`src/rtl/hilo_muldiv.sv`:
```
// hilo_muldiv: multiply/divide unit with architectural HI/LO registers for the MIPS execute stage.
// Define HILO_FAST_MUL_EN for a single-cycle multiplier; division is always iterative.
module hilo_muldiv #(
  parameter int WIDTH = 32
) (
  input  logic             clk,
  input  logic             rst,
  input  logic             startE,
  input  logic [2:0]       opE,
  input  logic [WIDTH-1:0] srcaE,
  input  logic [WIDTH-1:0] srcbE,
  input  logic             cancel,
  output logic [WIDTH-1:0] hi,
  output logic [WIDTH-1:0] lo,
  output logic             busy,
  output logic             done
);
  localparam int CW = $clog2(WIDTH);
  localparam logic [2:0] OP_MULT  = 3'b001;
  localparam logic [2:0] OP_MULTU = 3'b010;
  localparam logic [2:0] OP_DIV   = 3'b011;
  localparam logic [2:0] OP_DIVU  = 3'b100;
  localparam logic [2:0] OP_MTHI  = 3'b101;
  localparam logic [2:0] OP_MTLO  = 3'b110;

  typedef enum logic [1:0] {S_IDLE, S_MUL, S_DIV, S_FIX} state_t;

  state_t             state_q, state_d;
  logic [CW-1:0]      cnt_q, cnt_d;
  logic [WIDTH-1:0]   hi_q, hi_d, lo_q, lo_d;
  logic [2*WIDTH-1:0] acc_q, acc_d;
  logic [WIDTH-1:0]   opb_q, opb_d;
  logic               is_div_q, is_div_d;
  logic               negq_q, negq_d;
  logic               negr_q, negr_d;

  // Operand decode: signed ops work on magnitudes, signs re-applied in FIX
  logic             is_signed, sa, sb, iter_op;
  logic [WIDTH-1:0] a_abs, b_abs;
  always_comb begin
    is_signed = (opE == OP_MULT) || (opE == OP_DIV);
    sa        = is_signed & srcaE[WIDTH-1];
    sb        = is_signed & srcbE[WIDTH-1];
    a_abs     = sa ? -srcaE : srcaE;
    b_abs     = sb ? -srcbE : srcbE;
`ifdef HILO_FAST_MUL_EN
    iter_op   = (opE == OP_DIV) || (opE == OP_DIVU);
`else
    iter_op   = (opE == OP_DIV) || (opE == OP_DIVU) || (opE == OP_MULT) || (opE == OP_MULTU);
`endif
  end

  // acc holds {partial, multiplier} for MUL and {remainder, dividend/quotient} for DIV
  logic [WIDTH:0]     mul_sum, div_sh;
  logic [WIDTH-1:0]   div_diff, q_fix, r_fix;
  logic               div_ge;
  logic [2*WIDTH-1:0] prod_fix;
  always_comb begin
    mul_sum  = {1'b0, acc_q[2*WIDTH-1:WIDTH]} + (acc_q[0] ? {1'b0, opb_q} : '0);
    div_sh   = {acc_q[2*WIDTH-1:WIDTH], acc_q[WIDTH-1]};
    div_ge   = div_sh >= {1'b0, opb_q};
    div_diff = div_sh[WIDTH-1:0] - opb_q;
    prod_fix = negq_q ? -acc_q : acc_q;
    q_fix    = negq_q ? -acc_q[WIDTH-1:0] : acc_q[WIDTH-1:0];
    r_fix    = negr_q ? -acc_q[2*WIDTH-1:WIDTH] : acc_q[2*WIDTH-1:WIDTH];
  end

`ifdef HILO_FAST_MUL_EN
  logic [2*WIDTH-1:0] fast_prod;
  logic               fdone_q, fdone_d;
  // Low 2*WIDTH bits of the extended product are correct for both signednesses
  always_comb
    fast_prod = {{WIDTH{sa}}, srcaE} * {{WIDTH{sb}}, srcbE};
`endif

  always_comb begin
    state_d  = state_q;
    cnt_d    = cnt_q;
    hi_d     = hi_q;
    lo_d     = lo_q;
    acc_d    = acc_q;
    opb_d    = opb_q;
    is_div_d = is_div_q;
    negq_d   = negq_q;
    negr_d   = negr_q;
    busy     = (state_q != S_IDLE);
    done     = 1'b0;
`ifdef HILO_FAST_MUL_EN
    fdone_d  = 1'b0;
`endif
    case (state_q)
      S_IDLE: begin
        busy = startE & ~cancel & iter_op;
        if (startE && !cancel) begin
          case (opE)
            OP_MTHI: hi_d = srcaE;
            OP_MTLO: lo_d = srcaE;
            OP_MULT, OP_MULTU: begin
`ifdef HILO_FAST_MUL_EN
              {hi_d, lo_d} = fast_prod;
              fdone_d      = 1'b1;
`else
              state_d  = S_MUL;
              acc_d    = {{WIDTH{1'b0}}, b_abs};
              opb_d    = a_abs;
              negq_d   = sa ^ sb;
              negr_d   = 1'b0;
              is_div_d = 1'b0;
              cnt_d    = CW'(WIDTH-1);
`endif
            end
            OP_DIV, OP_DIVU: begin
              state_d  = S_DIV;
              acc_d    = {{WIDTH{1'b0}}, a_abs};
              opb_d    = b_abs;
              // x/0 leaves an all-ones quotient that must not be negated
              negq_d   = (sa ^ sb) & (srcbE != '0);
              negr_d   = sa;
              is_div_d = 1'b1;
              cnt_d    = CW'(WIDTH-1);
            end
            default: ;
          endcase
        end
      end
      S_MUL: begin
        acc_d = {mul_sum, acc_q[WIDTH-1:1]};
        if (cnt_q == '0) state_d = S_FIX;
        else             cnt_d   = cnt_q - CW'(1);
      end
      S_DIV: begin
        acc_d = {(div_ge ? div_diff : div_sh[WIDTH-1:0]), acc_q[WIDTH-2:0], div_ge};
        if (cnt_q == '0) state_d = S_FIX;
        else             cnt_d   = cnt_q - CW'(1);
      end
      S_FIX: begin
        done    = 1'b1;
        state_d = S_IDLE;
        if (is_div_q) begin
          hi_d = r_fix;
          lo_d = q_fix;
        end else begin
          {hi_d, lo_d} = prod_fix;
        end
      end
      default: state_d = S_IDLE;
    endcase
    if (cancel && state_q != S_IDLE) begin
      state_d = S_IDLE;
      hi_d    = hi_q;
      lo_d    = lo_q;
      done    = 1'b0;
    end
`ifdef HILO_FAST_MUL_EN
    done = done | fdone_q;
`endif
  end

  always_ff @(posedge clk or posedge rst) begin
    if (rst) begin
      state_q  <= S_IDLE;
      cnt_q    <= '0;
      hi_q     <= '0;
      lo_q     <= '0;
      acc_q    <= '0;
      opb_q    <= '0;
      is_div_q <= 1'b0;
      negq_q   <= 1'b0;
      negr_q   <= 1'b0;
    end else begin
      state_q  <= state_d;
      cnt_q    <= cnt_d;
      hi_q     <= hi_d;
      lo_q     <= lo_d;
      acc_q    <= acc_d;
      opb_q    <= opb_d;
      is_div_q <= is_div_d;
      negq_q   <= negq_d;
      negr_q   <= negr_d;
    end
  end

`ifdef HILO_FAST_MUL_EN
  always_ff @(posedge clk or posedge rst) begin
    if (rst) fdone_q <= 1'b0;
    else     fdone_q <= fdone_d;
  end
`endif

  assign hi = hi_q;
  assign lo = lo_q;
endmodule

```
`config.mk`:
```
export PLATFORM = sky130hd
export DESIGN_NAME = hilo_muldiv
export DESIGN_NICKNAME = d
export VERILOG_FILES = /design/src/rtl/hilo_muldiv.sv
export SDC_FILE = /design/constraint.sdc
export NUM_CORES = 1
export LEC_CHECK = 0
export BUFFER_PORTS_ARGS = -buffer_cell sky130_fd_sc_hd__clkbuf_2
export CAP_MARGIN = 20
export CORE_UTILIZATION = 55
export CTS_BUF_LIST = sky130_fd_sc_hd__clkbuf_16
export CTS_CLUSTER_SIZE = 14
export DETAILED_ROUTE_END_ITERATION = 10
export GPL_ROUTABILITY_DRIVEN = 0
export PLACE_DENSITY = 0.78
export REMOVE_ABC_BUFFERS = 1
export SLEW_MARGIN = 20
export SYNTH_ARGS = -nofsm -noshare
export SYNTH_HDL_FRONTEND = slang
export SYNTH_SLANG_ARGS = --single-unit
```
`constraint.sdc`:
```
create_clock -name clk -period 5.6 [get_ports clk]
set_input_delay 1.12 -clock clk [delete_from_list [all_inputs] [get_ports clk]]
set_output_delay 1.12 -clock clk [all_outputs]
set_load 0.005 [all_outputs]
```
; ---- Word level (Yosys, flattened, before mapping)
; Cells that the tools add are included.
[classes]
n_addsub = 8
n_reduce_logical = 25
n_mux = 34
eq_ne = 18
magnitude_cmp = 1
bitwise_logic = 8
[op_table]
columns = cell, count
row1 = 2-to-1 mux 32 bit, 12
row2 = one-hot mux 32 bit (2 select lines), 3
row3 = one-hot mux 64 bit (3 select lines), 1
row4 = 2-to-1 mux 64 bit, 2
row5 = negation 32 bit, 4
row6 = one-hot mux 64 bit (2 select lines), 1
row7 = negation 64 bit, 1
row8 = adder 32 x 32 -> 33 bit, 1
row9 = >= comparator 33 x 32 -> 1 bit, 1
row10 = nonzero test 32 bit, 1
row11 = subtractor 32 bit, 1
row12 = 2-to-1 mux 5 bit, 3
row13 = AND reduction 4 bit, 3
row14 = one-hot mux 5 bit (2 select lines), 1
row15 = "== test 3 bit, second input constant", 3
row16 = AND reduction 3 bit, 3
row17 = nonzero test 2 bit, 4
row18 = "== test 3 x 2 -> 1 bit, second input constant", 2
row19 = 2-to-1 mux 2 bit, 3
row20 = "inequality test 2 bit, second input constant", 3
row21 = "inequality test 3 x 1 -> 1 bit, second input constant", 2
row22 = one-hot mux 1 bit (2 select lines), 3
row23 = one-hot mux 2 bit (3 select lines), 1
row24 = OR reduction 2 bit, 3
row25 = 19 further kinds, 32
[word_totals]
ff_bits = 170
elab_cells = 103
input_bits = 71

; ---- Longest topological paths before layout
[logic_depth]
ltp_word = 7
ltp_mapped = 14

; ---- Least setup slack after synthesis
; OpenSTA, ideal clock, no wires.
[synth_timing]
kind = input to register
start = in srcbE[12]
end = reg acc_q[25]
path_slack_ns = 2.103
cell_stages = 9
setup_ns = 0.077
required_ns = 5.523
arrival_ns = 3.420
path_cell_list = or4_1 > or4_1 > clkbuf_1 > nor4_1 > a21oi_1 > xor2_1 > nor2_1 > a211o_1 > a21oi_1
[synth_between]
elab_chain_cells = 5
[synth_rtl]
columns = item, line_no
row1 = from (decl), 11  ; input logic [WIDTH-1:0] srcbE,
row2 = negation 32 bit, 45  ; b_abs = sb ? -srcbE : srcbE;
row3 = 2-to-1 mux 32 bit, 45
row4 = one-hot mux 64 bit (2 select lines), 95  ; case (opE)
row5 = 2-to-1 mux 64 bit, 94  ; if (startE && !cancel) begin
row6 = one-hot mux 64 bit (3 select lines), 91  ; case (state_q)
row7 = to (signal assigned), 165  ; acc_q <= '0;
row8 = to (signal assigned), 175  ; acc_q <= acc_d;
row9 = to (decl), 31  ; logic [2*WIDTH-1:0] acc_q, acc_d;
; Every way passes these cells. The select of a mux whose other input is x is not followed.
; A chain may end at the register's enable or synchronous reset.

; ---- Final worst setup path
[layout_timing]
start = reg acc_q[35]
end = reg acc_q[32]
[layout_between]
elab_chain_cells = 3
[layout_rtl]
columns = item, line_no
row1 = >= comparator 33 x 32 -> 1 bit, 61  ; div_ge = div_sh >= {1'b0, opb_q};
row2 = 2-to-1 mux 32 bit, 132  ; acc_d = {(div_ge ? div_diff : div_sh[WIDTH-1:0]), acc_q[WIDTH-2:0], div_ge};
row3 = one-hot mux 64 bit (3 select lines), 91
; Every way passes these cells.

==> impl_metrics.json <==
{
  "drv_slew": 0,
  "slew_headroom_pct": 24.3,
  "die_w_um": 167,
  "cts_root_buf": "clkbuf_16",
  "cts_buffers": 17,
  "rsz0062_at_grt": "no",
  "core_area_mm2": 0.0268,
  "area_growth_pct": 9.30,
  "antenna_found_initial": 2,
  "post_cts_resized": 0,
  "ys_async_sr_fraction_pct": 100,
  "portBuffers": 136,
  "synthSimpleGateAreaFrac_pct": 18.9,
  "fin_tns_setup_ns": 0,
  "cp.depth": 10,
  "ioPinCount": 137,
  "synth-xor-area-share_pct": 9.83,
  "drt-initial-drc-count": 1644,
  "grt_pass1_wl_um": 75200,
  "ys_ff_latch": 170,
  "clk_pin_slew_worst_paths_ns": 0.08,
  "clk_path_buf_depth": 2,
  "gr-total-overflow": 0,
  "ir_worst_vdd_uv": 371,
  "globalRouteMet2Util_pct": 52.9,
  "syn_area_mm2": 0.0150,
  "grt_pass1_vias": 14443,
  "drc_errors": 0,
  "maxCapViolations": 0,
  "ys_warn_count": 0,
  "critical-path-max-stage-delay_ns": 0.79,
  "hold_viol": 0,
  "viasPerCell": 6.53,
  "synth_top_family_by_area": "compound AO/OA/AOI/OAI gates",
  "final_antenna_net_count": 0,
  "rows": 60,
  "worst_pin_slew_ns": 1.13,
  "skew_ns": 0.0141,
  "synth_fa_ha_area_share_pct": 6.46,
  "syn_inst": 1954,
  "globalRouteMet3Util_pct": 6.65,
  "nFillCells": 2352,
  "crit_type": "flop to flop",
  "finish.net_count": 2151,
  "start_kind": "flop",
  "synth_compound_area_share_pct": 28.6,
  "grt_max_degree": 93,
  "post-route-period-util_pct": 76.5,
  "postRouteWirelength_um": 47100,
  "synth_edf_count": 0,
  "fmax_mhz": 233,
  "cts-htree-levels": 4,
  "hold_depth": 1,
  "critPathTopFamily": "simple AND/OR/NAND/NOR gates",
  "synth_flop_cell": "dfrtp_1",
  "crit_slowest_cell": "nand2_1",
  "post_cts_buffers": 0,
  "worstPathRequired_ns": 5.90,
  "cp_max_fo": 21,
  "hold_start": "lo[25]$_DFFE_PP0P_",
  "finalPower_w": 0.00982,
  "synthDominantCellAreaShare_pct": 28.4,
  "r2r_start": "acc_q[35]$_DFFE_PP0P_",
  "globalRoute.busiestLayer": "met2",
  "die_h_um": 167,
  "yosys.area.top_type": "dfrtp_1",
  "seq_area_frac_synth_pct": 28.4,
  "run_status": "complete, no violations",
  "startpoint": "acc_q[35]$_DFFE_PP0P_",
  "total_leakage_power_nw": 7.34,
  "synth_area_leaders": "dfrtp_1, o21ai_0, ha_1",
  "via_count": 15394,
  "hold_buffers": 0,
  "end_kind": "flop",
  "grt_use_met1_pct": 43.8,
  "synth_cell_types": 75,
  "path_cells": "ha_1, a21o_1, a31oi_1, a21oi_1, nor4_1, o211ai_1, nand3_1, nand2_1, o211ai_1, a21oi_1",
  "clk_latency_ns": 0.44,
  "powerDensity_mw_per_mm2": 601,
  "first_pass_iters": 7,
  "critPathBufInv": 0,
  "arrival_ns": 4.59,
  "hp-class": "flop to flop",
  "groute.usage.overall_pct": 33.8,
  "muxShareOfSynthArea_pct": 2.37,
  "worstRegToRegCells": 10,
  "setup_violations": 0,
  "fp.dieArea_mm2": 0.0279,
  "cts_sinks": 170,
  "wl_per_cell_um": 20.0,
  "drive_above_1_share_pct": 10.8,
  "hpwl_um": 35200,
  "start_util_pct": 55.8,
  "period_needed_ns": 4.29,
  "cts_tree": "done",
  "avgSynthCellArea_um2": 7.66
}
-- sequential cells by signal, indices dropped and copies added (netlist names) --
| register | count |
|---|---|
| acc_q | 64 |
| cnt_q | 5 |
| hi | 32 |
| is_div_q | 1 |
| lo | 32 |
| negq_q | 1 |
| negr_q | 1 |
| opb_q | 32 |
| state_q | 2 |
-- synthesized netlist by cell type, drive strengths merged, types with 4 or more instances --
cell	instances
ha	74
o31ai	25
buf	12
a22o	6
a21o	52
a311oi	6
inv	76
xnor2	84
nand3	26
nand4b	4
nand4	14
mux2i	32
or3	12
o211ai	20
and3	12
nand2	222
a31oi	21
o221ai	10
a22oi	39
nor2b	20
nor2	183
or4	14
nor3b	10
a211o	8
nor4	17
nand2b	14
or2	4
a211oi	36
a21oi	166
dfrtp	170
o21ai	236
xor2	84
clkbuf	114
and2	10
o21bai	4
o21a	11
o41ai	16
nor3	42
-- final cells by class --
class | count | area (µm²) | share of cell area, %
antenna | 1 | 2.50 | 0.0153
clock buffer | 17 | 425 | 2.60
clock inverter | 14 | 161 | 0.987
inverter | 76 | 290 | 1.78
multi-input combinational | 1582 | 9930 | 60.7
sequential | 170 | 4250 | 26.0
tap | 341 | 427 | 2.61
timing repair buffer | 157 | 858 | 5.25
-- worst register-to-register path: stages (launching register included) --
cell	delay [ns]
dfrtp_1	0.44
ha_1	0.40
a21o_1	0.23
a31oi_1	0.22
a21oi_1	0.14
nor4_1	0.47
o211ai_1	0.29
nand3_1	0.47
nand2_1	0.80
o211ai_1	0.56
a21oi_1	0.13
-- metal layers --
metal	wire [µm]	part of all wire, %
met5	13	0.028
met4	2510	5.3
met3	4830	10
met2	21000	45
met1	18700	40
-- stage by stage --
stage | setup WS (ns) | instance area, µm² | util [%] | instances | hold WS (ns)
2_1_floorplan | -0.123 | 14400 | - | 1828 | 0.450
3_3_place_gp | 1.58 | 15700 | 58.7 | 2325 | 0.457
3_5_place_dp | 1.48 | 15700 | 58.7 | 2325 | 0.464
4_1_cts | 1.56 | 16300 | 60.9 | 2356 | 0.479
5_1_grt | 1.20 | 16400 | 61.0 | 2357 | 0.497
6_report | 1.31 | 16400 | 61.0 | 2358 | 0.477
-- power by group --
group | internal [W] | switching, W
combinational | 0.00232 | 0.00383
clock | 0.000668 | 0.000564
sequential | 0.00179 | 0.000655
-- path summary, 6_finish.rpt --
kind,endpoint,slack [ns]
hold reg to reg,lo[25]$_DFFE_PP0P_,0.48
max in group asynchronous,opb_q[0]$_DFFE_PP0P_,3.57
min in group asynchronous,lo[19]$_DFFE_PP0P_,0.86
hold / removal,lo[25]$_DFFE_PP0P_,0.48
setup reg to reg,acc_q[32]$_DFFE_PP0P_,1.31
setup / recovery,acc_q[32]$_DFFE_PP0P_,1.31
-- kinds of logic after synthesis --
group / after synthesis
mux: 35
buf+inv: 202
simple gates: 612
compound gates: 691
flops: 170
xor+xnor: 168
fa+ha+maj: 76
-- cells in the final DEF, fill, tap and decap left out, types with 72 or more instances in the layout --
master / instances
nor2_1: 183
a21oi_1: 166
clkbuf_2: 136
nand2_1: 219
ha_1: 72
dfrtp_1: 170
inv_1: 75
o21ai_0: 233
xor2_1: 84
xnor2_1: 84
Power figures use the tool's default switching activity.
